$ cat config.mk
export PLATFORM = sky130hd
export DESIGN_NAME = drum_audio_out
export DESIGN_NICKNAME = d
export VERILOG_FILES = /design/src/rtl/drum_audio_pkg.sv /design/src/rtl/drum_sample_fifo.sv /design/src/rtl/drum_audio_out.sv
export SDC_FILE = /design/constraint.sdc
export NUM_CORES = 1
export LEC_CHECK = 0
export BUFFER_PORTS_ARGS = -buffer_cell sky130_fd_sc_hd__buf_2
export CAP_MARGIN = 20
export CORE_MARGIN = 5
export CORE_UTILIZATION = 54
export DETAILED_ROUTE_END_ITERATION = 7
export PLACE_DENSITY = 0.87
export SLEW_MARGIN = 20
export SYNTH_ARGS = -nofsm -noshare
export SYNTH_HDL_FRONTEND = slang
export SYNTH_HIERARCHICAL = 1
export SYNTH_SLANG_ARGS = --single-unit
$ cat constraint.sdc
create_clock -name clk_50 -period 3.2 [get_ports clk_50]
set_input_delay 0.32 -clock clk_50 [delete_from_list [all_inputs] [get_ports clk_50]]
set_output_delay 0.32 -clock clk_50 [all_outputs]
set_load 0.005 [all_outputs]
$ cat src/rtl/drum_audio_pkg.sv
// Shared types and constants for the drum solver audio sink.
package drum_audio_pkg;

    localparam int AMP_W       = 18;    // signed 1.17 amplitude from the solver
    localparam int PCM_W       = 16;    // signed PCM word to the audio core
    localparam int DIV_DEFAULT = 1042;  // 50 MHz / 48 kHz, rounded

    localparam logic signed [PCM_W-1:0] PCM_MAX = 16'sh7FFF;
    localparam logic signed [PCM_W-1:0] PCM_MIN = 16'sh8000;

    typedef enum logic [1:0] {
        IDLE,
        LOAD,
        PRESENT
    } state_e;

endpackage

$ cat src/rtl/drum_sample_fifo.sv
// Synchronous FIFO for solver amplitudes. Pointers carry one extra wrap
// bit so full and empty are told apart without a separate count.
module drum_sample_fifo
    import drum_audio_pkg::*;
#(
    parameter int DEPTH = 8
) (
    input  logic             clk_50,
    input  logic             reset,
    input  logic             push,
    input  logic [AMP_W-1:0] push_data,
    input  logic             pop,
    output logic [AMP_W-1:0] head_data,
    output logic             full,
    output logic             empty
);

    localparam int PW = $clog2(DEPTH);

    logic [PW:0]      wr_ptr_q, wr_ptr_d;
    logic [PW:0]      rd_ptr_q, rd_ptr_d;
    logic [AMP_W-1:0] mem_q [DEPTH];

    assign empty     = (wr_ptr_q == rd_ptr_q);
    assign full      = (wr_ptr_q[PW] != rd_ptr_q[PW]) &&
                       (wr_ptr_q[PW-1:0] == rd_ptr_q[PW-1:0]);
    assign head_data = mem_q[rd_ptr_q[PW-1:0]];

    // Next pointer values; a push when full or a pop when empty is ignored
    always_comb begin
        // NOTE: every comb output gets a default first so no path leaves it unassigned (no latch).
        wr_ptr_d = wr_ptr_q;
        rd_ptr_d = rd_ptr_q;
        if (push && !full) begin
            wr_ptr_d = wr_ptr_q + (PW+1)'(1);
        end
        if (pop && !empty) begin
            rd_ptr_d = rd_ptr_q + (PW+1)'(1);
        end
    end

    // Storage write port
    // NOTE: the array has no reset; the pointers alone define which entries are valid.
    always_ff @(posedge clk_50) begin
        if (push && !full) begin
            mem_q[wr_ptr_q[PW-1:0]] <= push_data;
        end
    end

    // Pointer registers
    always_ff @(posedge clk_50 or negedge reset) begin
        // NOTE: non-blocking assignments so every flop samples pre-edge values.
        if (!reset) begin
            wr_ptr_q <= '0;
            rd_ptr_q <= '0;
        end else begin
            wr_ptr_q <= wr_ptr_d;
            rd_ptr_q <= rd_ptr_d;
        end
    end

endmodule

$ cat src/rtl/drum_audio_out.sv
// Sink end of the drum solver amplitude stream: buffers 1.17 samples and
// presents one 16-bit PCM word per audio tick to the Avalon-ST audio core.
// Underrun repeats the last sample; overflow drops the incoming one.
module drum_audio_out
    import drum_audio_pkg::*;
#(
    parameter int DEPTH      = 8,
    parameter int DIV        = DIV_DEFAULT,
    parameter int GAIN_SHIFT = 0
) (
    input  logic                    clk_50,
    input  logic                    reset,
    input  logic signed [AMP_W-1:0] amp_in,
    input  logic                    amp_valid,
    output logic                    amp_ready,
    input  logic                    audio_ready,
    output logic signed [PCM_W-1:0] audio_left_data,
    output logic signed [PCM_W-1:0] audio_right_data,
    output logic                    audio_valid,
    output logic                    overflow,
    output logic [15:0]             underrun_cnt
);

    localparam int CW = $clog2(DIV);
    localparam int SW = AMP_W + GAIN_SHIFT;

    logic [CW-1:0]           cnt_q, cnt_d;
    logic                    tick;
    state_e                  state_q, state_d;
    logic                    pend_q, pend_d;
    logic                    valid_q, valid_d;
    logic signed [AMP_W-1:0] sample_q, sample_d;
    logic [15:0]             underrun_q, underrun_d;
    logic                    overflow_q, overflow_d;

    logic                    pop;
    logic [AMP_W-1:0]        fifo_head;
    logic                    fifo_full;
    logic                    fifo_empty;

    logic signed [SW-1:0]    scaled;
    logic signed [PCM_W-1:0] pcm;

    drum_sample_fifo #(
        .DEPTH (DEPTH)
    ) u_fifo (
        .clk_50    (clk_50),
        .reset     (reset),
        .push      (amp_valid),
        .push_data (amp_in),
        .pop       (pop),
        .head_data (fifo_head),
        .full      (fifo_full),
        .empty     (fifo_empty)
    );

    // Backpressure reflects start-of-cycle occupancy, so a same-cycle pop
    // never makes room for a push.
    assign amp_ready = !fifo_full;

    // Free-running audio tick divider, pulsing on wrap
    always_comb begin
        tick  = (cnt_q == CW'(DIV - 1));
        cnt_d = tick ? '0 : cnt_q + CW'(1);
    end

    // Sample scheduling FSM, one-deep tick memory and status counters
    always_comb begin
        state_d    = state_q;
        pend_d     = pend_q;
        valid_d    = valid_q;
        sample_d   = sample_q;
        underrun_d = underrun_q;
        overflow_d = overflow_q | (amp_valid & fifo_full);
        pop        = 1'b0;

        unique case (state_q)
            IDLE: begin
                if (tick || pend_q) begin
                    state_d = LOAD;
                    pend_d  = 1'b0;
                end
            end
            LOAD: begin
                if (!fifo_empty) begin
                    pop      = 1'b1;
                    sample_d = fifo_head;
                end else if (underrun_q != 16'hFFFF) begin
                    underrun_d = underrun_q + 16'd1;
                end
                valid_d = 1'b1;
                state_d = PRESENT;
                if (tick) begin
                    pend_d = 1'b1;
                end
            end
            PRESENT: begin
                if (tick) begin
                    pend_d = 1'b1;
                end
                if (audio_ready) begin
                    valid_d = 1'b0;
                    if (pend_q || tick) begin
                        // Serve the remembered tick; a tick landing now stays queued.
                        state_d = LOAD;
                        pend_d  = pend_q && tick;
                    end else begin
                        state_d = IDLE;
                    end
                end
            end
            default: begin
                state_d = IDLE;
            end
        endcase
    end

    // Gain, drop two fraction bits, then clamp into the PCM range
    always_comb begin
        scaled = (SW'(sample_q) <<< GAIN_SHIFT) >>> 2;
        if (scaled[SW-1:PCM_W-1] == {(SW-PCM_W+1){scaled[PCM_W-1]}}) begin
            pcm = scaled[PCM_W-1:0];
        end else begin
            pcm = scaled[SW-1] ? PCM_MIN : PCM_MAX;
        end
    end

    // All block state; reset also drops audio_valid at once
    always_ff @(posedge clk_50 or negedge reset) begin
        if (!reset) begin
            cnt_q      <= '0;
            state_q    <= IDLE;
            pend_q     <= 1'b0;
            valid_q    <= 1'b0;
            sample_q   <= '0;
            underrun_q <= '0;
            overflow_q <= 1'b0;
        end else begin
            cnt_q      <= cnt_d;
            state_q    <= state_d;
            pend_q     <= pend_d;
            valid_q    <= valid_d;
            sample_q   <= sample_d;
            underrun_q <= underrun_d;
            overflow_q <= overflow_d;
        end
    end

    assign audio_valid      = valid_q;
    assign audio_left_data  = pcm;
    assign audio_right_data = pcm;
    assign overflow         = overflow_q;
    assign underrun_cnt     = underrun_q;

endmodule
# --- Word level (Yosys, flattened, before mapping) ---
# Memory sizes are Yosys's and may differ from the RTL's. A register that Yosys moved wholly into a read port is not among the register bits.
# Cells that the tools add are included.
totals:
  n_memories: 1
  inputBits: 22
  output_inout_bits: 51
  word_cells: 57
  mem_bits_rw: 144
  ff_bits: 40
memory_table:
  columns: ["memory", "depth", "width", "read_ports", "rd_clocked_by_memory_dff", "wr", "line", "source"]
  rows:
  - ["u_fifo.mem_q", 8, 18, 1, 1, 1, "drum_sample_fifo.sv:22", "logic [AMP_W-1:0] mem_q [DEPTH];"]
classes:
  eq_ne: 9
  bitwise_logic: 3
  n_reduce_logical: 16
  muxes: 16
  addsub: 4
op_table:
  columns: ["cell", "count"]
  rows:
  - ["16-bit by 1-bit adder with 16-bit output (second input constant)", 1]
  - ["16-bit != test (second input constant)", 1]
  - ["11-bit by 1-bit adder with 11-bit output (second input constant)", 1]
  - ["11-bit == test (second input constant)", 1]
  - ["11-bit two-way mux", 1]
  - ["1-bit two-way mux", 10]
  - ["4-bit by 1-bit adder with 4-bit output (second input constant)", 2]
  - ["2-bit AND reduction", 4]
  - ["2-bit case mux with 3 select lines", 1]
  - ["4-bit == test", 1]
  - ["1-bit logical AND", 4]
  - ["2-bit two-way mux", 2]
  - ["2-bit != test (second input constant)", 2]
  - ["3-bit == test", 1]
  - ["1-bit logical NOT", 3]
  - ["1-bit case mux with 3 select lines", 1]
  - ["3-bit AND reduction", 1]
  - ["3-bit nonzero test", 1]
  - ["2-bit by 1-bit == test with 1-bit output (second input constant)", 1]
  - ["2-bit == test (second input constant)", 1]
  - ["2-bit logical NOT", 1]
  - ["1-bit case mux with 2 select lines", 1]
  - ["2-bit nonzero test", 1]
  - ["1-bit AND", 1]
  - ["other kinds (4)", 4]

# --- Longest topological paths before layout ---
# Gate-level depths: netlist (run 1).
depth:
  word_depth: 6
  ltp_mapped: 8
  depth_no_buf: 7

# --- By module ---
# Netlist (run 1), hierarchy kept.
by_module_without_submodules:
  columns: ["module", "n_inst", "seq_area_each_um2", "cells_per_inst", "area_per_inst_um2"]
  rows:
  - ["drum_sample_fifo", 1, 4524.3, 265, 6025.8]
  - ["drum_audio_out", 1, 1201.2, 192, 2317.2]

# --- Least setup slack after synthesis (run 1) ---
# OpenSTA, ideal clock, no wires.
synth_timing:
  path_kind: "reg-to-reg"
  from: "register u_fifo.wr_ptr_q[0]"
  to: "memory u_fifo.mem_q[2][0], enable pin"
  required_ns: 2.754
  t_arrival_ns: 3.067
  synth_period_minus_slack_ns: 3.513
  setup_time_ns: 0.446
  path_slack_ns: -0.313
  path_stages_with_launch: 5
  path_cell_list: "dfrtp_1 buf_2 xor2_1 nor4_2 nor4b_1"
synth_between:
  elab_chain_len: 6
synth_lines:
  columns: ["element", "line", "source"]
  rows:
  - ["start, declared", "drum_sample_fifo.sv:20", "logic [PW:0] wr_ptr_q, wr_ptr_d;"]
  - ["start signal, assigned", "drum_sample_fifo.sv:57", "wr_ptr_q <= wr_ptr_d;"]
  - ["3-bit == test", "drum_sample_fifo.sv:26", "(wr_ptr_q[PW-1:0] == rd_ptr_q[PW-1:0]);"]
  - ["1-bit logical AND", "drum_sample_fifo.sv:25", "assign full = (wr_ptr_q[PW] != rd_ptr_q[PW]) &&"]
  - ["net fifo_full", "drum_audio_out.sv:38", "logic fifo_full;"]
  - ["1-bit logical NOT", "drum_sample_fifo.sv:45", "if (push && !full) begin"]
  - ["1-bit logical AND", "drum_sample_fifo.sv:45", null]
  - ["1-bit two-way mux", "drum_sample_fifo.sv:45", null]
  - ["1-bit two-way mux (not written as such)", "drum_sample_fifo.sv:46", "mem_q[wr_ptr_q[PW-1:0]] <= push_data;"]
  - ["end, declared", "drum_sample_fifo.sv:22", null]
# The timed path passes the listed nets, and every way through them passes these cells.

# --- Worst setup path after layout (run 1) ---
layout_timing:
  from: "register u_fifo.wr_ptr_q[1]"
  to: "memory u_fifo.mem_q[3][9], enable pin"
# Same word-level chain as after synthesis.

==> impl_metrics.csv, run 1 <==
group,metric,value,unit
floorplan,floorplan.initialDensity,0.554,
yosys,synth_warnings,6,
worst_setup_path,endpoint,"u_fifo/mem_q[3][9]",
timing,finalHoldViolations,0,
drt,drtPass1Iterations,5,
cells_and_area,fin_nets,542,
timing,worst_pin_slew,0.859,ns
clocking,root_buffer,"clkbuf_16",
clocking,clock_latency,0.42,ns
global_routing,antenna_found_initial,0,
yosys,syn-num-nets,466,
yosys,syn_area_per_cell,17.8,sq um
drt,num_vias,4125,
hold_path,hold_path_class,"input pin to flip-flop",
yosys,post_synth_instance_area,7750,sq um
floorplan,die_area,16800,sq um
clocking,clk_pin_slew,0.07,ns
yosys,synthCells,435,
timing,finalCritPeriodShare,0.884,
worst_setup_path,critPathLaunch,"u_fifo/wr_ptr_q[1]",
timing,rsz0062_at_grt,"no",
clocking,cts.repair.resized,0,
cells_and_area,syn_to_final_growth,13.8,%
worst_setup_path,cp.arrival,2.95,ns
cells_and_area,multiInputGateArea,2280,sq um
pwr,p_leak,3.49,nW
worst_setup_path,crit_slowest_cell,"nor4b_2",
floorplan,ios,73,
worst_setup_path,path_cells,"xor2_1 -> nor4_2 -> buf_4 -> nor4b_2 -> buf_4",
worst_setup_path,crit_type,"flip-flop to flip-flop",
worst_setup_path,rr_endpoint,"u_fifo/mem_q[3][9]",
global_routing,grt_usage,0.186,
worst_setup_path,crit_fanout,12,
global_routing,grt_pass1_vias,4327,
cells_and_area,antenna_cells,0,
global_routing,grt_pass1_wl,23.5,mm
clocking,post_cts.repair.setup_buffers,0,
timing,fin_crit,2.83,ns
worst_setup_path,worstSetupStartpointType,"flip-flop",
drt,avgRoutedWirePerCell,20.8,um
floorplan,die_h,130,um
timing,drv_slew,0,
placement,post_dp_cell_area,8280,sq um
timing,max_freq,353,MHz
worst_setup_path,worstRegToRegCells,5,
global_routing,grt_max_degree,37,
worst_setup_path,crit_path_frequent_cell,"buf_4",
cells_and_area,drive_gt1_frac,0.355,
placement,place_congestion,0.838,
clocking,cts_buffers,17,
cells_and_area,final_area,8820,sq um
placement,io_buffers,70,
cells_and_area,num-fill-cells,958,
timing,worst_hold_slack,0.168,ns
clocking,htree_levels,4,
timing,finalSetupViolations,0,
clocking,cts_tree,"yes",
global_routing,grt-ovfl-total,0,
clocking,ctsHoldBuffers,1,
worst_setup_path,r2r_slack,0.37,ns
clocking,cts_sinks,184,
floorplan,die_w,130,um
timing,fin_setup_tns,0,ns
worst_setup_path,worstSetupEndpointType,"flip-flop",
timing,finClkSkew,0.00605,ns
outcome,status,"finished clean",
floorplan,core,14000,sq um
cells_and_area,ff_latch_area,5250,sq um
pwr,max-vdd-ir-drop,0.000483,V
worst_setup_path,worst_r2r_startpoint,"u_fifo/wr_ptr_q[1]",
job,drv_cap,0,
clocking,clk_path_buf_depth,2,
placement,hpwlAfterDp,9.56,mm
pwr,p_per_area,617,nW/um^2
drt,avgViaCountPerCell,5.86,
worst_setup_path,max_stage_delay,0.76,ns
worst_setup_path,required,3.32,ns
drt,drc,0,
floorplan,rows,43,
drt,ant_nets,0,
timing,relSlewSlack,0.426,
drt,routed_wirelength,14.6,mm
drt,initialDrtViolationCount,276,
## metrics by stage
step,instances,util,setup slack [ns],power [W]
floorplan,435,-,-0.102,0.00333
global placement,671,0.592,0.577,0.00355
detailed placement,671,0.592,0.464,0.00362
CTS,704,0.631,0.390,0.00548
global route,704,0.631,0.237,0.00565
finish,704,0.631,0.371,0.00544
## report_power, final
part           internal (W)  leakage (nW)  switching (W)
sequential          0.00283          1.91       0.000139
clock              0.000994         0.261       0.000876
combinational      0.000231          1.32       0.000370
## placed cells by master (no fill, tap or decap), types with 3 or more instances in the layout
master,instances
nand2_1,13
buf_2,70
mux2_1,18
mux4_2,32
nand4_1,5
xnor2_1,13
buf_4,19
clkinv_2,3
nor4b_1,4
clkinv_4,4
mux2_4,7
edfxtp_1,128
nor3_1,7
clkinv_1,4
inv_1,8
dfrtp_1,55
nand3_1,8
nor4b_2,4
clkbuf_16,17
xor2_1,22
nor2_1,14
ha_1,9
nor4_2,8
mux2_2,10
## state kept, by name (all words and copies together) (netlist names)
register         count
sample_q            16
audio_valid          1
u_fifo/mem_q       128
u_fifo/rd_ptr_q      4
cnt_q               11
underrun_cnt        16
overflow             1
u_fifo/wr_ptr_q      4
pend_q               1
state_q              2
## cell type report
cell class              instances  area share
repair buffers                 90      0.0570
well taps                     180      0.0255
multi-input cells             209       0.259
flip-flops and latches        184       0.595
clock inverters                15      0.0118
clock buffers                  17      0.0482
inverters                       9     0.00383
## metal layers
layer	up-vias	global-route usage	routed length, um
li1	1829	-	-
met2	102	0.323	7820
met5	-	0	0
met4	0	0.0660	254
met3	22	0.0409	712
met1	2172	0.232	5840
## critical path, delay by kind of cell, from the launching register on
family                 cells  cell delay, ns
buffers and inverters      2            0.53
flip-flops                 1            0.62
XOR/XNOR                   1            0.47
AND/OR/NAND/NOR            2            0.90
## worst min path at each step
stage          startpoint  slack, ns             endpoint  cells after the start
4_1_cts        amp_in[10]       0.15  u_fifo/mem_q[3][10]                      1
2_1_floorplan       reset       0.02          audio_valid                      0
3_3_place_gp        reset       0.42         sample_q[13]                      1
6_report       amp_in[11]       0.17  u_fifo/mem_q[5][11]                      1
3_5_place_dp        reset       0.43             cnt_q[0]                      1
5_1_grt        amp_in[10]       0.16  u_fifo/mem_q[3][10]                      1
Note: power is estimated with default switching activity, not from simulation.
==> run 2: changes to the inputs <==
- ABC_AREA: default -> 1
==> impl_metrics.csv, run 2 <==
group,metric,value,unit
clocking,root_buffer,"clkbuf_16",
clocking,htree_levels,4,
clocking,cts_sinks,184,
job,drv_cap,0,
cells_and_area,layout.cells.non_filler,1035,
timing,drv_slew,0,
floorplan,core,15000,sq um
drt,drc,0,
clocking,clk_path_buf_depth,2,
timing,relSlewSlack,0.395,
global_routing,top_usage_layer,"met2",
placement,post_dp_cell_area,8520,sq um
yosys,syn-num-nets,808,
outcome,status,"finished clean",
timing,finalCritPeriodShare,0.676,
drt,num_vias,5576,
clocking,clock_latency,0.44,ns
pwr,power.total,0.00559,W
floorplan,ios,73,
timing,finalSetupViolations,0,
timing,finalHoldViolations,0,
worst_setup_path,crit_fanout,18,
global_routing,grt_max_degree,67,
pwr,p_per_area,614,nW/um^2
floorplan,rows,45,
timing,rsz0062_at_grt,"no",
floorplan,floorplan.initialDensity,0.543,
floorplan,die_w,133,um
clocking,cts_buffers,17,
worst_setup_path,max_stage_delay,0.44,ns
drt,routed_wirelength,16.4,mm
worst_setup_path,worstSetupStartpointType,"flip-flop",
cells_and_area,layout_commonest_cell,"nand2_1",
cells_and_area,drive_gt1_frac,0.169,
cells_and_area,final_area,9100,sq um
hold_path,hold_path_class,"input pin to flip-flop",
floorplan,die_area,17700,sq um
placement,io_buffers,70,
drt,initialDrtViolationCount,390,
floorplan,die_h,133,um
clocking,cts_tree,"yes",
cells_and_area,largest_reg_flops,128,
yosys,synth_warnings,6,
global_routing,met1_usage,0.247,
global_routing,grt_usage,0.190,
cells_and_area,layout_common_cells,"202 x nand2_1, 128 x edfxtp_1, 94 x nor2_1, 70 x buf_2, 55 x dfrtp_1",
worst_setup_path,crit_type,"flip-flop to output pin",
worst_setup_path,worstRegToRegCells,6,
yosys,post_synth_instance_area,8170,sq um
global_routing,met3_usage,0.0570,
global_routing,grt_pass1_vias,5426,
pwr,p_leak,3.87,nW
yosys,synthCells,777,
drt,avgViaCountPerCell,5.39,
cells_and_area,syn_to_final_growth,11.5,%
cells_and_area,fin_nets,864,
worst_setup_path,worstSetupEndpointType,"output pin",
placement,place_congestion,0.930,
yosys,syn_area_per_cell,10.5,sq um
timing,fin_crit,2.16,ns
timing,max_freq,462,MHz
drt,ant_nets,0,
global_routing,grt_pass1_wl,26.4,mm
timing,worst_pin_slew,0.907,ns
timing,finClkSkew,0.0152,ns
global_routing,antenna_found_initial,2,
worst_setup_path,cp.arrival,1.84,ns
placement,dp_cells,1001,
timing,fin_setup_tns,0,ns
worst_setup_path,required,2.88,ns
hold_path,hold_depth,1,
worst_setup_path,path_cells,"inv_2 -> nand2_1 -> nand2_1 -> nand4_4 -> inv_1 -> inv_1 -> buf_2",
pwr,max-vdd-ir-drop,0.000539,V
placement,hpwlAfterDp,10.1,mm
global_routing,grt-ovfl-total,0,
worst_setup_path,crit_slowest_cell,"dfrtp_1",
drt,drtPass1Iterations,4,
global_routing,grt_use_met2,0.304,
clocking,clk_pin_slew,0.08,ns
drt,avgRoutedWirePerCell,15.8,um
==> run 2: layout make-up <==
cell class	count	area (sq um)
Inverter	56	213
Antenna cell	1	2.50
Multi-Input combinational cell	489	2370
Sequential cell	184	5250
Fill cell	1149	5930
Clock inverter	15	148
Tap cell	188	235
Timing Repair Buffer	85	465
Clock buffer	17	425
==> run 2: final timing paths <==
path,start,to,slack [ns]
worst min-delay path,amp_in[13],u_fifo/mem_q[7][13],0.14
worst max-delay path,u_fifo/rd_ptr_q[2],amp_ready,1.04
min in group asynchronous,reset,sample_q[13],0.51
worst max register to register,u_fifo/wr_ptr_q[2],u_fifo/mem_q[7][11],1.04
worst min register to register,overflow,overflow,0.45
max in group asynchronous,reset,u_fifo/wr_ptr_q[2],1.93
==> run 2: what timing repair did <==
| item | 4_1_cts | 5_1_grt |
|---|---|---|
| buffers inserted | 0 | 0 |
| gates resized for setup | 0 | 0 |
| hold buffers | 1 | 0 |
| endpoints found under the hold margin | 37 | 0 |
==> run 2: routing by layer <==
layer  vias up  routed length, um
li1       2710                  -
met1      2619               6840
met2       209               7860
met3        34               1370
met4         4                299
met5         -                 21
==> run 2: critical path, delay by kind of cell, from the launching register on <==
kind	cells	cell delay, ns
flops	1	0.44
buf+inv	4	0.60
simple gates	3	0.38
==> run 2: power breakdown <==
group | total, W | internal, W | switching [W]
logic | 0.000633 | 0.000192 | 0.000440
clock network | 0.00203 | 0.00104 | 0.000990
registers | 0.00292 | 0.00282 | 0.000105
total | 0.00559 | 0.00405 | 0.00154
==> run 2: metrics by stage <==
step	worst slack [ns]	util	hold slack, ns
4_1_cts	1.02	0.605	0.130
2_1_floorplan	1.14	-	0.0244
5_1_grt	0.769	0.605	0.140
3_3_place_gp	1.09	0.567	0.437
6_report	1.04	0.606	0.144
3_5_place_dp	1.04	0.567	0.445
